**src/rtl/word_serializer.sv**
```systemverilog
// Parallel-to-serial front end for the serial 1010 detector.
// Accepts WIDTH-bit words on a valid/ready handshake and shifts them out one
// bit per clock. A one-word holding register lets words stream with no gaps.
module word_serializer #(
  parameter int WIDTH     = 8,
  parameter bit MSB_FIRST = 1'b1
) (
  input  logic             clk,
  input  logic             rst,
  input  logic [WIDTH-1:0] din,
  input  logic             din_valid,
  output logic             din_ready,
  output logic             ser_out,
  output logic             ser_valid,
  output logic             frame_start,
  output logic             frame_end,
  output logic             busy
);

  localparam int CW = (WIDTH > 1) ? $clog2(WIDTH) : 1;
  localparam logic [CW-1:0] LAST_IDX = CW'(WIDTH - 1);

  typedef enum logic {
    IDLE  = 1'b0,
    SHIFT = 1'b1
  } state_t;

  state_t           state_q, state_d;
  logic [WIDTH-1:0] shift_q, shift_d;
  logic [CW-1:0]    cnt_q, cnt_d;
  logic [WIDTH-1:0] hold_q, hold_d;
  logic             hold_full_q, hold_full_d;

  logic             accept;
  logic             cur_bit;
  logic [WIDTH-1:0] shift_adv;

  // A word is taken whenever it is offered and the holding slot is free.
  assign din_ready = ~hold_full_q;
  assign accept    = din_valid & ~hold_full_q;

  // The bit on the wire sits at the outgoing end of the shifter.
  assign cur_bit   = MSB_FIRST ? shift_q[WIDTH-1] : shift_q[0];
  assign shift_adv = MSB_FIRST ? {shift_q[WIDTH-2:0], 1'b0}
                               : {1'b0, shift_q[WIDTH-1:1]};

  // Next-state: load, advance, refill from the holding slot, or go idle.
  always_comb begin
    // NOTE: every variable gets a default first so no path leaves it unassigned (no latches).
    state_d     = state_q;
    shift_d     = shift_q;
    cnt_d       = cnt_q;
    hold_d      = hold_q;
    hold_full_d = hold_full_q;

    unique case (state_q)
      IDLE: begin
        // The holding slot is always empty in IDLE, so go straight to the shifter.
        if (accept) begin
          shift_d = din;
          cnt_d   = '0;
          state_d = SHIFT;
        end
      end
      SHIFT: begin
        if (cnt_q == LAST_IDX) begin
          if (hold_full_q) begin
            shift_d     = hold_q;
            hold_full_d = 1'b0;
            cnt_d       = '0;
          end else if (accept) begin
            shift_d = din;
            cnt_d   = '0;
          end else begin
            shift_d = '0;
            cnt_d   = '0;
            state_d = IDLE;
          end
        end else begin
          shift_d = shift_adv;
          cnt_d   = cnt_q + 1'b1;
          if (accept) begin
            hold_d      = din;
            hold_full_d = 1'b1;
          end
        end
      end
      default: state_d = IDLE;
    endcase
  end

  // Control and shifter state; reset discards any in-flight or held word.
  always_ff @(posedge clk or negedge rst) begin
    if (!rst) begin
      state_q     <= IDLE;
      shift_q     <= '0;
      cnt_q       <= '0;
      hold_full_q <= 1'b0;
    end else begin
      // NOTE: sequential state uses non-blocking assignments so all flops update together.
      state_q     <= state_d;
      shift_q     <= shift_d;
      cnt_q       <= cnt_d;
      hold_full_q <= hold_full_d;
    end
  end

  // Holding-register payload.
  // NOTE: data-only storage has no reset; hold_full_q alone says whether it is meaningful.
  always_ff @(posedge clk) begin
    hold_q <= hold_d;
  end

  // Outputs decoded purely from flops, so they change only at clock edges or reset.
  assign ser_valid   = (state_q == SHIFT);
  assign ser_out     = ser_valid & cur_bit;
  assign frame_start = ser_valid & (cnt_q == '0);
  assign frame_end   = ser_valid & (cnt_q == LAST_IDX);
  assign busy        = ser_valid | hold_full_q;

  // Upstream must keep a stalled word steady until it is taken.
  a_din_stable: assert property (@(posedge clk) disable iff (!rst)
                                 (din_valid && !din_ready) |=> $stable(din));

endmodule

```
**config.mk**
```make
export PLATFORM = sky130hd
export DESIGN_NAME = word_serializer
export DESIGN_NICKNAME = d
export VERILOG_FILES = /design/src/rtl/word_serializer.sv
export SDC_FILE = /design/constraint.sdc
export NUM_CORES = 1
export LEC_CHECK = 0
export BUFFER_PORTS_ARGS = -buffer_cell sky130_fd_sc_hd__buf_4
export CAP_MARGIN = 20
export CELL_PAD_IN_SITES_DETAIL_PLACEMENT = 1
export CELL_PAD_IN_SITES_GLOBAL_PLACEMENT = 1
export CORE_UTILIZATION = 46
export DETAILED_ROUTE_END_ITERATION = 10
export PLACE_DENSITY_LB_ADDON = 0.1
export SYNTH_ARGS = -nofsm -noshare
export SYNTH_HDL_FRONTEND = slang
export SYNTH_SLANG_ARGS = --single-unit
```
**constraint.sdc**
```tcl
create_clock -name clk -period 2.6 [get_ports clk]
set_input_delay 0.13 -clock clk [delete_from_list [all_inputs] [get_ports clk]]
set_output_delay 0.13 -clock clk [all_outputs]
set_load 0.005 [all_outputs]
```
==> results.cfg, run 1 <==
[min_path]
hold_path_startpoint = din_valid
hp-class = in -> reg

[critical_path]
critPathRequiredTime_ns = 2.80
worst_setup_path_start_kind = register
crit_path_start = cnt_q[0]$_DFFE_PN0P_
end_kind = register
arrival_ns = 2.06
timing.rr.start = cnt_q[0]$_DFFE_PN0P_
cp_max_fo = 7
path_class = reg -> reg

[job]
maxCapViolations = 0

[timing]
grt_setup_unrepaired = false
fmax_mhz = 537
setup_violations = 0
hold_slack_ns = 0.0485
final_max_slew_viol_count = 0
maxSlewHeadroom_pct = 64.7
finalCritPeriodShare_pct = 71.6
period_needed_ns = 1.86
setup-tns-final_ns = 0
finalClockSkew_ns = 0.0165
worst_slew_pin_slew_ns = 0.529
finalHoldViolations = 0

[synthesis]
synth.distinct_cells = 27
synthFlopType = dfrtp_1
synth.avg_cell_area_um2 = 13.9
synth_commonest_cells = dfrtp_1, edfxtp_1, a221o_1, a32o_1
synth_warnings = 0
yosysTopAreaCell = dfrtp_1
synth_seq_area_share_pct = 59.0
synth_area_leaders = dfrtp_1, edfxtp_1, a221o_1, a32o_1, ha_1
yosysTopAreaCellShare_pct = 33.9
synth-edff-count = 8
synth_area_um2 = 958
synth_most_common_cell = dfrtp_1
ys_seq_elements = 21
netlist_instances = 69
async_flop_share_pct = 61.9
synth.net_count = 84

[routing]
ant_nets = 0
wl_um = 2060
drt_iter0_drc = 20
viasPerCell = 5.62
drc = 0
routedWlPerCell_um = 16.9
vias = 686
firstDrtPassIters = 4

[placed_design]
io_buffers = 16
routabilityCongestion = 0.719
placedInstanceArea_um2 = 1080
hpwl_um = 1330

[clocking]
cts_buffer_depth = 2
cts_inserted_buffers = 3
htreeDepth = 1
cts_tree = yes
cts.clk_slew.worst_paths_ns = 0.13
post_cts_buffers = 0
root_buffer = clkbuf_4
ctsResizeCount = 0
cts_num_sinks = 21
clock_latency_ns = 0.32
postCtsHoldBufs = 8

[floorplanning]
die_w_um = 47.6
start_util_pct = 48.9
fp.dieH_um = 47.6
coreArea_um2 = 1960
rows = 16
ioPinCount = 17
die_area_um2 = 2270

[global_routing]
grt_start_max_net_pins = 17
grt_first_pass_wirelength_um = 3170
antenna_found_initial = 0
grt_util_all_layers_pct = 21.2
grt.overflow.total = 0
grt_pass1_vias = 678

[cells_and_area]
antenna-diode-count = 0
fillers = 224
final_util_pct = 61.3
final_nets = 111
drive_gt1_share_pct = 27.4
syn_to_final_growth_pct = 25.5
fin_area_um2 = 1200

[power]
p_per_area_nw_per_um2 = 921
vdd_ir_drop_max_uv = 475
p_leak_nw = 0.534

[run_status]
status = completed
-- routing by layer --
| metal | share of wire (%) | track usage, % | vias up |
|---|---|---|---|
| met3 | 3.2 | 3.40 | 4 |
| met2 | 50 | 34.2 | 16 |
| li1 | - | - | 321 |
| met5 | 0 | 0 | - |
| met1 | 45 | 27.3 | 345 |
| met4 | 1.6 | 11.7 | 0 |
-- cell usage in the layout (no fill, tap or decap), drive strengths merged, types with 2 or more instances in the layout --
cell type,instances
buf,17
nor2,3
a221o,7
ha,4
inv,4
dfrtp,13
nand2,3
edfxtp,8
a32o,7
a21o,2
dlygate4sd3,9
a22o,2
clkbuf,3
-- cell families after synthesis --
group | after synthesis | share of synthesized area (%)
muxes | 1 | 1.04
buffers and inverters | 8 | 5.22
AOI/OAI and AO/OA | 21 | 20.1
and+or+nand+nor | 14 | 9.40
DFF | 21 | 59.0
adders and majority gates | 4 | 5.22
-- power breakdown --
group	internal, mW	switching, mW
clock network	0.0576	0.106
logic	0.220	0.188
registers	0.445	0.0914
total	0.722	0.385
-- layout make-up --
type                            instances  area (um2)  area share, %
Multi-Input combinational cell         40         343           28.5
Clock buffer                            3        22.5           1.87
Inverter                                4        15.0           1.25
Sequential cell                        21         566           47.0
Clock inverter                          1        5.00          0.416
Timing Repair Buffer                   26         218           18.1
Tap cell                               27        33.8           2.81
-- stage by stage --
stage / total power, mW / std cells / worst slack (ns)
2_1_floorplan: 0.821 / 69 / 0.925
3_3_place_gp: 0.926 / 109 / 0.859
3_5_place_dp: 0.942 / 109 / 0.789
4_1_cts: 1.12 / 121 / 0.747
5_1_grt: 1.19 / 122 / 0.649
6_report: 1.11 / 122 / 0.738
-- critical path: stages, from the launching register on --
cell and delay [ns]:
dfrtp_1 0.43, ha_1 0.23, ha_1 0.24, nand2b_2 0.26, a32o_1 0.31, a221o_1 0.26
-- sequential cells by signal (all words and copies together) (netlist names) --
name,cells
hold_q,8
shift_q,8
cnt_q,3
hold_full_q,1
ser_valid,1
-- final timing paths --
path                                            to  slack, ns  cells after the start
setup / recovery            shift_q[2]$_DFFE_PN0P_       0.74                      5
hold / removal             hold_full_q$_DFFE_PN0P_       0.05                      3
hold reg to reg             shift_q[7]$_DFFE_PN0P_       0.54                      1
max in group asynchronous     cnt_q[1]$_DFFE_PN0P_       2.23                      2
setup reg to reg            shift_q[2]$_DFFE_PN0P_       0.74                      5
min in group asynchronous   shift_q[4]$_DFFE_PN0P_       0.19                      2
Power figures use the tool's default switching activity.
==> inputs of run 2 (changes only) <==
--- a/config.mk
+++ b/config.mk
@@ -9,7 +9,7 @@
 export CAP_MARGIN = 20
 export CELL_PAD_IN_SITES_DETAIL_PLACEMENT = 1
 export CELL_PAD_IN_SITES_GLOBAL_PLACEMENT = 1
-export CORE_UTILIZATION = 46
+export CORE_UTILIZATION = 39
 export DETAILED_ROUTE_END_ITERATION = 10
 export PLACE_DENSITY_LB_ADDON = 0.1
 export SYNTH_ARGS = -nofsm -noshare
==> constraint.sdc (replaced) <==
create_clock -name clk -period 1.5 [get_ports clk]
set_input_delay 0.075 -clock clk [delete_from_list [all_inputs] [get_ports clk]]
set_output_delay 0.075 -clock clk [all_outputs]
set_load 0.005 [all_outputs]
==> results.cfg, run 2 (synthesis gave the netlist of run 1 again) <==
[routing]
wl_um = 2280
ant_nets = 0
viasPerCell = 5.38
vias = 716
routedWlPerCell_um = 17.2
firstDrtPassIters = 4
drt_iter0_drc = 24
drc = 0

[cells_and_area]
drive_gt1_share_pct = 40.0
fin_cells = 133
top_regs = hold_q (8), shift_q (8), cnt_q (3)
fin_area_um2 = 1320
final_nets = 121
final_cell_mix = buf_4, dfrtp_1, dlygate4sd3_1
layout_commonest_cell = buf_4
ff_latch_area_um2 = 567
syn_to_final_growth_pct = 37.3
multi_input_area_um2 = 377
final_util_pct = 58.4
fillers = 249
antenna-diode-count = 0

[run_status]
violations = setup timing
status = finished, violations left

[placed_design]
placedCellCount = 118
placedInstanceArea_um2 = 1170
preCtsSetupSlack_ns = -0.176
hpwl_um = 1590
io_buffers = 16
routabilityCongestion = 0.726

[timing]
fin_ws_ns = -0.0755
period_needed_ns = 1.58
finalClockSkew_ns = 0.00576
hold_slack_ns = 0.0317
fmax_mhz = 635
finalHoldViolations = 0
worst_slew_pin_slew_ns = 0.259
finalCritPeriodShare_pct = 105
grt_setup_unrepaired = true
setup-tns-final_ns = -0.473
maxSlewHeadroom_pct = 82.7
final_max_slew_viol_count = 0
setup_violations = 8

[floorplanning]
start_util_pct = 42.5
die_area_um2 = 2660
die_w_um = 51.6
rows = 17
coreArea_um2 = 2250
ioPinCount = 17
fp.dieH_um = 51.6

[critical_path]
critPathRequiredTime_ns = 1.69
path_class = reg -> reg
arrival_ns = 1.76
cp_max_fo = 7
end_kind = register
worst_setup_path_start_kind = register

[clocking]
root_buffer = clkbuf_4
cts_inserted_buffers = 3
cts.clk_slew.worst_paths_ns = 0.12
cts_num_sinks = 21
cts_buffer_depth = 2
cts_tree = yes
clock_latency_ns = 0.30
htreeDepth = 1

[power]
vdd_ir_drop_max_uv = 1070
total_power_mw = 2.15
p_leak_nw = 0.580
p_per_area_nw_per_um2 = 1640

[global_routing]
grt_pass1_vias = 802
grt_start_max_net_pins = 14
grt_util_all_layers_pct = 20.2
grt_first_pass_wirelength_um = 3840
antenna_found_initial = 0
grt.overflow.total = 0

[min_path]
hp-class = in -> reg

[job]
maxCapViolations = 0
-- run 2: changes by cell type in the layout (fill, tap and decap cells not counted), sizes merged --
cell	change
clkbuf	+1
buf	+10
clkinv	-1
-- run 2: worst paths after layout --
kind,start,end,slack (ns),depth (start not counted)
max,cnt_q[1]$_DFFE_PN0P_,shift_q[7]$_DFFE_PN0P_,-0.08,5
min,din_valid,hold_full_q$_DFFE_PN0P_,0.03,3
max reg2reg,cnt_q[1]$_DFFE_PN0P_,shift_q[7]$_DFFE_PN0P_,-0.08,5
min reg2reg,shift_q[5]$_DFFE_PN0P_,shift_q[5]$_DFFE_PN0P_,0.54,1
max in group asynchronous,rst,ser_valid$_DFF_PN0_,1.17,2
min in group asynchronous,rst,shift_q[4]$_DFFE_PN0P_,0.15,2
-- run 2: report_power, final --
group / switching (mW) / internal [mW] / leakage, nW / total [mW]
registers: 0.107 / 0.773 / 0.234 / 0.880
logic: 0.453 / 0.551 / 0.331 / 1.00
clock network: 0.168 / 0.103 / 0.0150 / 0.271
total: 0.728 / 1.43 / 0.580 / 2.15
-- run 2: worst max-delay path, stage by stage (launching register included) --
cell and delay [ns]:
dfrtp_1 0.41, ha_2 0.21, ha_4 0.17, and3_4 0.21, a32o_1 0.21, a221o_1 0.27
-- run 2: timing repair --
action	in CTS	in global routing
hold buffers	9	0
pin swaps	8	6
endpoints found under the setup margin	14	16
setup buffers	1	1
hold endpoints to repair	21	0
gates resized for setup	4	3
cloned	0	0
-- run 2: layout make-up --
class / instances / area share (%)
clock buffers: 4 / 2.00
inverters: 4 / 1.14
flip-flops and latches: 21 / 43.1
repair buffers: 36 / 22.5
multi-input cells: 40 / 28.6
well taps: 28 / 2.66
-- run 2: per-layer routing --
metal | vias up | share of wire (%) | wire (um) | track usage [%]
li1 | 340 | - | - | -
met1 | 356 | 46 | 1050 | 25.2
met2 | 18 | 51 | 1160 | 35.1
met3 | 2 | 2.8 | 65 | 2.63
met4 | 0 | 0.70 | 16 | 8.11
met5 | - | 0 | 0 | 0
